File: src/rtl/imm_seq_pkg.sv
// Shared types for the immediate-load sequencer.
// State encoding and immediate-unit flag values.
package imm_seq_pkg;

  typedef enum logic [1:0] {
    IDLE,
    HI,
    LO,
    WB
  } state_e;

  localparam logic FLAG_HI = 1'b1;
  localparam logic FLAG_LO = 1'b0;

endpackage

File: src/rtl/imm_rr_arb2.sv
// Two-requester round-robin arbiter.
// The pointer names the requester that wins a tie.
module imm_rr_arb2
  import imm_seq_pkg::*;
#(
  parameter logic RR_INIT = 1'b0
) (
  input  logic       clk,
  input  logic       reset,
  input  logic [1:0] req,
  input  logic       advance,
  output logic [1:0] gnt,
  output logic       ptr
);

  logic ptr_q;
  logic ptr_d;

  always_comb begin
    gnt = 2'b00;
    unique case (req)
      2'b01:   gnt = 2'b01;
      2'b10:   gnt = 2'b10;
      2'b11:   gnt = ptr_q ? 2'b10 : 2'b01;
      default: gnt = 2'b00;
    endcase
  end

  // After a grant the other requester wins the next tie.
  always_comb begin
    ptr_d = ptr_q;
    if (advance && (|gnt))
      ptr_d = gnt[0];
  end

  always_ff @(posedge clk or posedge reset) begin
    if (reset)
      ptr_q <= RR_INIT;
    else
      ptr_q <= ptr_d;
  end

  assign ptr = ptr_q;

endmodule

File: src/rtl/imm_seq_ctrl.sv
// Sequences a 16-bit constant load through an 8-bit immediate unit.
// Option: IMM_SEQ_SKIP_ZERO_EN skips the HI step when data[15:8] is zero.
module imm_seq_ctrl
  import imm_seq_pkg::*;
#(
  parameter int   RF_AW   = 3,
  parameter logic RR_INIT = 1'b0
) (
  input  logic             clk,
  input  logic             reset,
  input  logic [1:0]       req_valid,
  input  logic [15:0]      req_data0,
  input  logic [15:0]      req_data1,
  input  logic [RF_AW-1:0] req_dst0,
  input  logic [RF_AW-1:0] req_dst1,
  output logic [1:0]       req_ready,
  output logic             imm_en,
  output logic             flag,
  output logic [7:0]       imm,
  input  logic [15:0]      imm_in,
  output logic             rf_we,
  output logic [RF_AW-1:0] rf_addr,
  output logic [15:0]      rf_wdata,
  output logic             busy
);

  state_e           state_q, state_d;
  logic [15:0]      data_q, data_d;
  logic [RF_AW-1:0] dst_q, dst_d;
  logic [15:0]      acc_q, acc_d;
  logic             imm_en_q, imm_en_d;
  logic             flag_q, flag_d;
  logic [7:0]       imm_q, imm_d;
  logic             rf_we_q, rf_we_d;
  logic [RF_AW-1:0] rf_addr_q, rf_addr_d;
  logic             busy_q, busy_d;

  logic [1:0] arb_req;
  logic [1:0] gnt;
  logic       ptr;
  logic       sel;

  assign arb_req = (state_q == IDLE) ? req_valid : 2'b00;

  imm_rr_arb2 #(
    .RR_INIT(RR_INIT)
  ) u_arb (
    .clk    (clk),
    .reset  (reset),
    .req    (arb_req),
    .advance(|gnt),
    .gnt    (gnt),
    .ptr    (ptr)
  );

  assign sel = gnt[1] | (~gnt[0] & ptr);

  always_comb begin
    state_d = state_q;
    data_d  = data_q;
    dst_d   = dst_q;
    acc_d   = acc_q;
    unique case (state_q)
      IDLE: begin
        if (|gnt) begin
          data_d  = sel ? req_data1 : req_data0;
          dst_d   = sel ? req_dst1 : req_dst0;
          state_d = HI;
`ifdef IMM_SEQ_SKIP_ZERO_EN
          if (data_d[15:8] == 8'h00) begin
            state_d = LO;
            acc_d   = 16'h0000;
          end
`endif
        end
      end
      HI: state_d = LO;
      LO: begin
        acc_d   = imm_in;
        state_d = WB;
      end
      WB:      state_d = IDLE;
      default: state_d = IDLE;
    endcase
  end

  // Outputs are decoded from the next state so they leave flops.
  always_comb begin
    imm_en_d  = (state_d == HI) || (state_d == LO);
    flag_d    = (state_d == HI) ? FLAG_HI : FLAG_LO;
    imm_d     = 8'h00;
    if (state_d == HI)
      imm_d = data_d[15:8];
    else if (state_d == LO)
      imm_d = data_d[7:0];
    rf_we_d   = (state_d == WB);
    rf_addr_d = (state_d == WB) ? dst_d : '0;
    busy_d    = (state_d != IDLE);
  end

  always_ff @(posedge clk or posedge reset) begin
    if (reset) begin
      state_q   <= IDLE;
      data_q    <= '0;
      dst_q     <= '0;
      acc_q     <= '0;
      imm_en_q  <= 1'b0;
      flag_q    <= 1'b0;
      imm_q     <= '0;
      rf_we_q   <= 1'b0;
      rf_addr_q <= '0;
      busy_q    <= 1'b0;
    end else begin
      state_q   <= state_d;
      data_q    <= data_d;
      dst_q     <= dst_d;
      acc_q     <= acc_d;
      imm_en_q  <= imm_en_d;
      flag_q    <= flag_d;
      imm_q     <= imm_d;
      rf_we_q   <= rf_we_d;
      rf_addr_q <= rf_addr_d;
      busy_q    <= busy_d;
    end
  end

  assign req_ready = ((state_q == IDLE) && !reset) ? gnt : 2'b00;
  assign imm_en    = imm_en_q;
  assign flag      = flag_q;
  assign imm       = imm_q;
  assign rf_we     = rf_we_q;
  assign rf_addr   = rf_addr_q;
  assign rf_wdata  = rf_we_q ? (acc_q | imm_in) : 16'h0000;
  assign busy      = busy_q;

endmodule

File: config.mk
export PLATFORM = sky130hd
export DESIGN_NAME = imm_seq_ctrl
export DESIGN_NICKNAME = d
export VERILOG_FILES = /design/src/rtl/imm_seq_pkg.sv /design/src/rtl/imm_rr_arb2.sv /design/src/rtl/imm_seq_ctrl.sv
export SDC_FILE = /design/constraint.sdc
export NUM_CORES = 1
export LEC_CHECK = 0
export ABC_AREA = 1
export BUFFER_PORTS_ARGS = -buffer_cell sky130_fd_sc_hd__buf_2
export CAP_MARGIN = 25
export CORE_MARGIN = 4
export CORE_UTILIZATION = 54
export CTS_CLUSTER_SIZE = 24
export DETAILED_ROUTE_END_ITERATION = 12
export PLACE_DENSITY = 0.88
export SYNTH_ARGS = -nofsm -noshare
export SYNTH_HDL_FRONTEND = slang
export SYNTH_HIERARCHICAL = 1
export SYNTH_SLANG_ARGS = --single-unit
File: constraint.sdc
create_clock -name clk -period 3.3 [get_ports clk]
set_clock_uncertainty 0.05 [all_clocks]
set_input_delay 0.165 -clock clk [delete_from_list [all_inputs] [get_ports clk]]
set_output_delay 0.165 -clock clk [all_outputs]
set_load 0.02 [all_outputs]
==> flow_metrics.tcl, run 1 <==
set metrics [dict create \
    drc 0 \
    yosysWarnings 6 \
    tightest_slew_ps 769 \
    yosys_most_used_dff "dfrtp_1" \
    drt_first_pass_iters 5 \
    ys_seq_area_share_pct 49.9 \
    fin_area_um2 3200 \
    crit_start "state_q[0]" \
    critPathMostFrequentCell "inv_1" \
    portBuffers 90 \
    cts.htree.levels 2 \
    cts_root_buf "clkbuf_8" \
    antenna_found_initial 0 \
    cpPeakStageDelay_ps 420 \
    reg2regPathDepth 12 \
    placed_cells 476 \
    r2r_end "imm[5]" \
    avgRoutedWirePerCell_um 12.2 \
    final_cells 485 \
    synth_nets 391 \
    slew_violations 0 \
    ys_seq_elements 53 \
    path_cells "inv_1 > ha_1 > nand2_1 > inv_1 > a21boi_1 > inv_1 > nor3_1 > buf_2" \
    gr-total-overflow 0 \
    rr_startpoint "state_q[0]" \
    drv_cap 0 \
    slowest_stage "inv_1" \
    core_um2 4750 \
    syn_area_um2 2660 \
    cts.sinks 53 \
    hold_viol 0 \
    cts_tree "built" \
    finalCritPeriodShare_pct 79.1 \
    hold_end "acc_q[12]" \
    hp-class "in2reg" \
    p_total_mw 2.92 \
    clock.fmax_ghz 0.383 \
    hold_start "imm_in[12]" \
    cp_max_fo 21 \
    slew_headroom_pct 48.7 \
    cts_setup_buffers 0 \
    grt_pass1_wl_mm 9.78 \
    clk_pin_slew_worst_paths_ps 90 \
    synth_edf_count 0 \
    ir_drop_uv 625 \
    dieArea_um2 6110 \
    cts_buffers 5 \
    cp-end-kind "output pin" \
    num_io_pins 91 \
    netlist_instances 329 \
    grt_setup_unrepaired "no" \
    grt_start_max_net_pins 41 \
    dpl_cell_area_um2 3100 \
    num_rows 25 \
    startpoint_type "flip-flop" \
    drive_gt1_share_pct 28.0 \
    dr_total_vias 2330 \
    setup_viol 0 \
    clk_path_buf_depth 2 \
    area_delta_synth_final_pct 20.2 \
    dpl.hpwl_mm 4.40 \
    synth_cell_types 25 \
    wirelength_mm 5.92 \
    grt_util_all_layers_pct 20.1 \
    fin_crit_ps 2610 \
    globalplace.congestion 0.777 \
    clk_latency_ps 310 \
    avgSynthCellArea_um2 8.09 \
    vias_per_cell 4.80 \
    first_global_vias 2278 \
    initial_utilization_pct 55.9 \
    setup_tns_ps 0 \
    async_flop_share_pct 100 \
    p_leak_nw 1.85 \
    cp.arrival_ps 2390 \
    path_class "reg2out" \
    num-fill-cells 414 \
    min_path_cells 3 \
    ant_nets 0 \
    die_h_um 78.2 \
    powerDensity_nw_per_um2 914 \
    post-route-util_pct 67.3 \
    fin_nets 479 \
    die_w_um 78.2 \
    rrSetupSlack_ps 850 \
    n_antenna_cell 0 \
    drt_first_iter_violations 114 \
    status "completed" \
    crit_required_ps 3080 \
]
## worst max-delay path, delay by kind of cell (launching register included)
family	cells	cell delay [ps]
compound gates	1	300
flops	1	400
fa+ha+maj	1	200
simple gates	2	370
buf+inv	4	810
## metrics by stage
stage / hold slack (ps) / worst slack, ps
finish: 13.9 / 690
global route: 15.1 / 567
CTS: 2.00 / 695
detailed placement: -6.61 / 852
global placement: -15.5 / 980
floorplan: -156 / 1230
## synth_stat cells, types with 2 or more instances
master	number	area share [%]
buf_2	3	0.56
nor2_1	34	4.8
nand3_1	43	8.1
clkbuf_8	2	1.0
nand2_4	2	0.85
buf_12	2	1.5
inv_2	2	0.28
buf_6	2	0.85
ha_1	4	1.9
nor2_2	2	0.47
inv_1	36	5.1
nand2_1	109	15
o21ai_2	2	0.66
nor3_1	2	0.38
or2_1	8	1.9
nor2_4	2	0.85
clkbuf_1	2	0.28
dfrtp_1	53	50
nand3_2	5	1.9
buf_4	2	0.56
and2_1	8	1.9
## how the worst max path moves through the flow
stage	slack [ps]	to	depth (start not counted)
after global placement	980	imm[0]	12
after CTS	690	req_ready[1]	8
after detailed placement	850	dst_q[2]	11
after floorplan	1230	req_ready[1]	8
after global routing	570	req_ready[1]	8
final	690	req_ready[1]	8
## final cells by class
| type | instances | area, um2 | share of cell area, % |
|---|---|---|---|
| clock buffers | 6 | 72.6 | 2.27 |
| clock inverters | 2 | 13.8 | 0.430 |
| inverters | 38 | 143 | 4.46 |
| multi-input cells | 225 | 1060 | 33.3 |
| flip-flops and latches | 53 | 1330 | 41.5 |
| well taps | 67 | 83.8 | 2.62 |
| repair buffers | 94 | 495 | 15.5 |
## registers in the layout (all words and copies together) (netlist names)
register   cells
state_q        2
rf_we          1
imm_en         1
busy           1
rf_addr        3
u_arb/ptr      1
data_q        16
dst_q          3
acc_q         16
flag           1
imm            8
## per-layer routing
metal | vias to the layer above | share of wire [%] | GRT usage (%)
met3 | 10 | 7.3 | 4.36
met1 | 1058 | 42 | 25.3
met2 | 88 | 49 | 34.1
met4 | 0 | 1.6 | 7.17
met5 | - | 0 | 0
li1 | 1174 | - | -
## cells by family after synthesis
group | Yosys count | share of synthesized area [%]
flip-flops | 53 | 49.9
adder cells (fa/ha/maj) | 4 | 1.88
buffers and inverters | 51 | 10.2
AND/OR/NAND/NOR | 216 | 36.7
AO/OA/AOI/OAI | 5 | 1.41
## layout by cell type (no fill, tap or decap), types with 2 or more instances in the layout
cell,n
nand3_2,5
nor2_1,34
nor3_1,2
inv_2,3
o21ai_2,2
ha_1,4
inv_1,35
nor2_4,2
nand2_4,2
buf_4,2
nor2_2,2
buf_2,90
nand3_1,43
nand2_1,109
or2_1,8
and2_1,8
clkbuf_8,5
dfrtp_1,53
## power breakdown
group | internal (mW) | total (mW) | switching [mW]
clock | 0.152 | 0.364 | 0.212
combinational | 0.505 | 1.49 | 0.985
sequential | 0.951 | 1.07 | 0.119
## repair_timing
action	in CTS	in global routing
gates resized for setup	0	0
hold buffers	1	0
hold endpoints to repair	13	0
No activity file was read; power rests on OpenSTA's default activity.
==> run 2: changes to the inputs <==
- CORE_UTILIZATION: 54 -> 50
- PLACE_DENSITY: 0.88 -> 0.83
- clock period: 3.3 -> 2.6 ns (I/O delays scaled with it)
==> flow_metrics.tcl, run 2 (synthesis results as in run 1) <==
set metrics [dict create \
    num_rows 26 \
    cts.htree.levels 2 \
    setup_viol 0 \
    cts_tree "built" \
    crit_start "state_q[0]" \
    r2r_end "rf_addr[2]" \
    p_leak_nw 1.92 \
    p_switching_mw 1.68 \
    die_h_um 80.9 \
    seqPwrFrac_pct 36.4 \
    power.share.clock_pct 12.1 \
    rrSetupSlack_ps 280 \
    status "completed" \
    finalCritPeriodShare_pct 89.9 \
    final_cell_mix "nand2_1, buf_2, dfrtp_1, nand3_1, inv_1" \
    core_um2 5140 \
    drv_cap 0 \
    final.setup.worst_slack_ps 263 \
    cp-end-kind "output pin" \
    gr-total-overflow 0 \
    num_io_pins 91 \
    wirelength_mm 6.48 \
    critPathMostFrequentCell "inv_1" \
    grt_start_max_net_pins 28 \
    critical_path.endpoint "req_ready[1]" \
    avgRoutedWirePerCell_um 12.8 \
    clk_path_buf_depth 2 \
    highest_layer "met4" \
    clock.fmax_ghz 0.428 \
    crit_required_ps 2420 \
    cts_root_buf "clkbuf_8" \
    cts.sinks 53 \
    drc 0 \
    n_antenna_cell 0 \
    hold_viol 0 \
    slew_headroom_pct 55.6 \
    num-fill-cells 456 \
    clk_latency_ps 310 \
    m1WireLength_mm 2.55 \
    first_global_vias 2396 \
    slew_violations 0 \
    cp_max_fo 11 \
    min_path_cells 5 \
    dr_total_vias 2419 \
    final_common_cell "nand2_1" \
    grt_pass1_wl_mm 10.5 \
    dieArea_um2 6550 \
    cp.arrival_ps 2160 \
    portBuffers 90 \
    startpoint_type "flip-flop" \
    slowest_stage "dfrtp_1" \
    tightest_slew_ps 665 \
    grt_setup_unrepaired "no" \
    ir_drop_uv 559 \
    grt_util_all_layers_pct 20.7 \
    die_w_um 80.9 \
    fin_nets 496 \
    vias_per_cell 4.79 \
    clk_pin_slew_worst_paths_ps 90 \
    cts_resized 0 \
    drt_first_iter_violations 109 \
    wl_met2_mm 3.20 \
    rr_startpoint "state_q[0]" \
    dp_slack_ps 284 \
    drt_first_pass_iters 4 \
    antenna_found_initial 0 \
    initial_utilization_pct 51.8 \
    path_class "reg2out" \
    path_cells "inv_1 > ha_1 > nand2_1 > inv_1 > a21boi_1 > inv_1 > nor3_1 > buf_2" \
    cpPeakStageDelay_ps 410 \
    globalplace.congestion 0.816 \
    cts_buffers 5 \
    area_delta_synth_final_pct 26.6 \
    post-route-util_pct 65.5 \
    sw_frac_of_total_pct 44.8 \
    reg2regPathDepth 12 \
    wl_met3_um 543 \
    setup_tns_ps 0 \
    hp-class "in2reg" \
    p_int_mw 2.07 \
    drive_gt1_share_pct 26.9 \
    fin_crit_ps 2340 \
    dpl.hpwl_mm 4.59 \
    powerDensity_nw_per_um2 1110 \
    p_comb_share_pct 51.5 \
    ant_nets 0 \
]
run 2: cell types whose count changed in the layout (fill, tap and decap cells not counted):
cell	change
inv_6	-1
buf_4	+1
clkinv_2	-1
clkinvlp_4	+1
clkbuf_1	+1
dlygate4sd3_1	+16
run 2: worst min-delay path by stage:
stage                 from   endpoint  slack, ps
3_3_place_gp         reset  u_arb/ptr        -50
6_report       req_dst1[1]   dst_q[1]         90
3_5_place_dp         reset  u_arb/ptr        -50
4_1_cts        req_dst1[1]   dst_q[1]         90
5_1_grt        req_dst1[1]   dst_q[1]        110
2_1_floorplan        reset  u_arb/ptr       -190
run 2: final cells by class:
type	count	area [um2]	share of cell area (%)
clock buffer	7	76.3	2.27
clock inverter	1	7.51	0.223
inverter	38	143	4.24
multi-input combinational	225	1060	31.6
sequential	53	1330	39.4
tap	70	87.6	2.60
timing repair buffer	111	663	19.7
run 2: stage by stage:
stage               total power [mW]  cells  instance area, um2  hold WS [ps]
floorplan                       2.87    329                2660          -191
global placement                3.21    480                3110         -48.9
detailed placement              3.29    480                3110         -48.6
CTS                             3.77    505                3370          88.0
global route                    4.07    505                3370           111
finish                          3.75    505                3370          93.8
run 2: repair_timing:
item / CTS / global route
buffers inserted: 0 / 0
endpoints found under the setup margin: 0 / 0
hold buffers: 17 / 0
endpoints found under the hold margin: 43 / 0
run 2: critical path, delay by kind of cell (launching register included):
| kind | cells | cell delay [ps] |
|---|---|---|
| AO/OA/AOI/OAI | 1 | 300 |
| flip-flops | 1 | 410 |
| AND/OR/NAND/NOR | 2 | 300 |
| buffers and inverters | 4 | 660 |
| adder cells (fa/ha/maj) | 1 | 190 |
run 2: routing by layer:
metal	GRT usage [%]	vias to the layer above
met5	0	-
met4	9.97	0
met3	4.77	20
met2	35.4	101
met1	24.6	1086
li1	-	1212
run 2: power groups by stage:
stage	registers [mW]	logic, mW	clock network, mW
floorplan	1.44	1.43	0
CTS	1.37	1.94	0.466
global placement	1.36	1.84	0
finish	1.36	1.93	0.454
global route	1.40	2.18	0.495
detailed placement	1.38	1.91	0
==> run 3: changes to the inputs <==
- clock period: 2.6 -> 2.5 ns (I/O delays scaled with it)
==> flow_metrics.tcl, run 3 (synthesis results as in run 1) <==
set metrics [dict create \
    clk_latency_ps 300 \
    antenna_found_initial 0 \
    tightest_slew_ps 635 \
    vias_per_cell 4.85 \
    die_h_um 80.9 \
    initial_utilization_pct 51.8 \
    setup_viol 0 \
    ir_drop_uv 749 \
    first_global_vias 2443 \
    multi_input_area_um2 1060 \
    path_class "reg2reg" \
    grt_start_max_net_pins 23 \
    grt_pass1_wl_mm 10.8 \
    cts_buffers 5 \
    final_common_cell "nand2_1" \
    globalplace.congestion 0.805 \
    placed_cells 482 \
    cts.htree.levels 2 \
    finalCritPeriodShare_pct 90.2 \
    fin_crit_ps 2250 \
    cp_max_fo 22 \
    num_rows 26 \
    crit_start "state_q[0]" \
    n_antenna_cell 0 \
    cts.sinks 53 \
    wirelength_mm 6.39 \
    crit_required_ps 2640 \
    cts_root_buf "clkbuf_8" \
    drive_gt1_share_pct 27.9 \
    cp.arrival_ps 2400 \
    num-fill-cells 431 \
    cp-end-kind "flip-flop" \
    grt_util_all_layers_pct 21.1 \
    dpl.hpwl_mm 4.63 \
    slew_violations 0 \
    final_cells 507 \
    regArea_um2 1330 \
    die_w_um 80.9 \
    dieArea_um2 6550 \
    p_leak_nw 1.93 \
    final_cell_mix "nand2_1, buf_2, dfrtp_1, nand3_1" \
    core_um2 5140 \
    hp-class "in2reg" \
    area_delta_synth_final_pct 27.0 \
    drc 0 \
    status "completed" \
    clk_path_buf_depth 2 \
    setup_tns_ps 0 \
    cts_tree "built" \
    dr_total_vias 2461 \
    gr-total-overflow 0 \
    clock.fmax_ghz 0.444 \
    drv_cap 0 \
    powerDensity_nw_per_um2 1160 \
    slew_headroom_pct 57.7 \
    startpoint_type "flip-flop" \
    drt_first_pass_iters 4 \
    drt_first_iter_violations 156 \
    num_io_pins 91 \
    clk_pin_slew_worst_paths_ps 90 \
    fin_nets 498 \
    portBuffers 90 \
    ant_nets 0 \
    fin_hold_ws_ps 4.98 \
    avgRoutedWirePerCell_um 12.6 \
    rr_startpoint "state_q[0]" \
    hold_viol 0 \
    hold_start "imm_in[5]" \
]
[run 3: cell count changes in the layout (fill, tap and decap cells not counted)]
| cell | previous run | this run |
|---|---|---|
| inv_1 | 35 | 34 |
| inv_2 | 3 | 4 |
| dlygate4sd3_1 | 17 | 15 |
| buf_4 | 3 | 7 |
[run 3: final timing paths]
check	to	slack [ps]	depth (start not counted)
setup / recovery	imm[2]	250	14
hold / removal	acc_q[5]	5	3
setup reg to reg	imm[2]	250	14
hold reg to reg	acc_q[8]	430	2
max in group asynchronous	imm[3]	1470	4
min in group asynchronous	u_arb/ptr	180	3
[run 3: area by class of cell]
cell class | count | area share [%]
timing repair buffer | 113 | 19.9
tap | 70 | 2.59
clock buffer | 7 | 2.26
inverter | 38 | 4.22
clock inverter | 1 | 0.222
multi-input combinational | 225 | 31.5
sequential | 53 | 39.3
[run 3: critical path, stage by stage, from the launching register on]
cell and delay [ps]:
dfrtp_1 410, inv_1 110, ha_1 200, nand2_1 70, inv_1 90, a21boi_0 190
buf_4 160, nor2_4 50, nor2_4 220, buf_12 190, inv_1 140, nand2_1 90
nand2_1 80, nand2_1 70, nand2_1 50
[run 3: timing repair]
action                                 4_1_cts  5_1_grt
hold buffers                                14        1
setup endpoints to repair                    0        2
resized for setup                            0        1
setup buffers                                0        2
endpoints found under the hold margin       32        1
[run 3: layer usage]
layer	GRT usage, %	vias up	wire [um]
met5	0	-	0
met4	6.08	0	135
met3	5.65	18	451
met2	37.2	99	3240
met1	25.3	1136	2570
li1	-	1208	-
[run 3: through the flow]
step | setup WS (ps) | area [um2] | util, % | total power, mW
detailed placement | 250 | 3130 | 60.9 | 3.45
global route | -14.5 | 3380 | 65.7 | 4.29
floorplan | 473 | 2660 | - | 2.98
global placement | 379 | 3130 | 60.9 | 3.36
finish | 246 | 3380 | 65.7 | 3.92
CTS | 164 | 3350 | 65.2 | 3.93
[run 3: where the power goes]
| part | switching, mW | internal [mW] | leakage (nW) |
|---|---|---|---|
| clock network | 0.269 | 0.199 | 0.0385 |
| logic | 1.32 | 0.714 | 1.24 |
| registers | 0.164 | 1.26 | 0.649 |
| total | 1.75 | 2.17 | 1.93 |
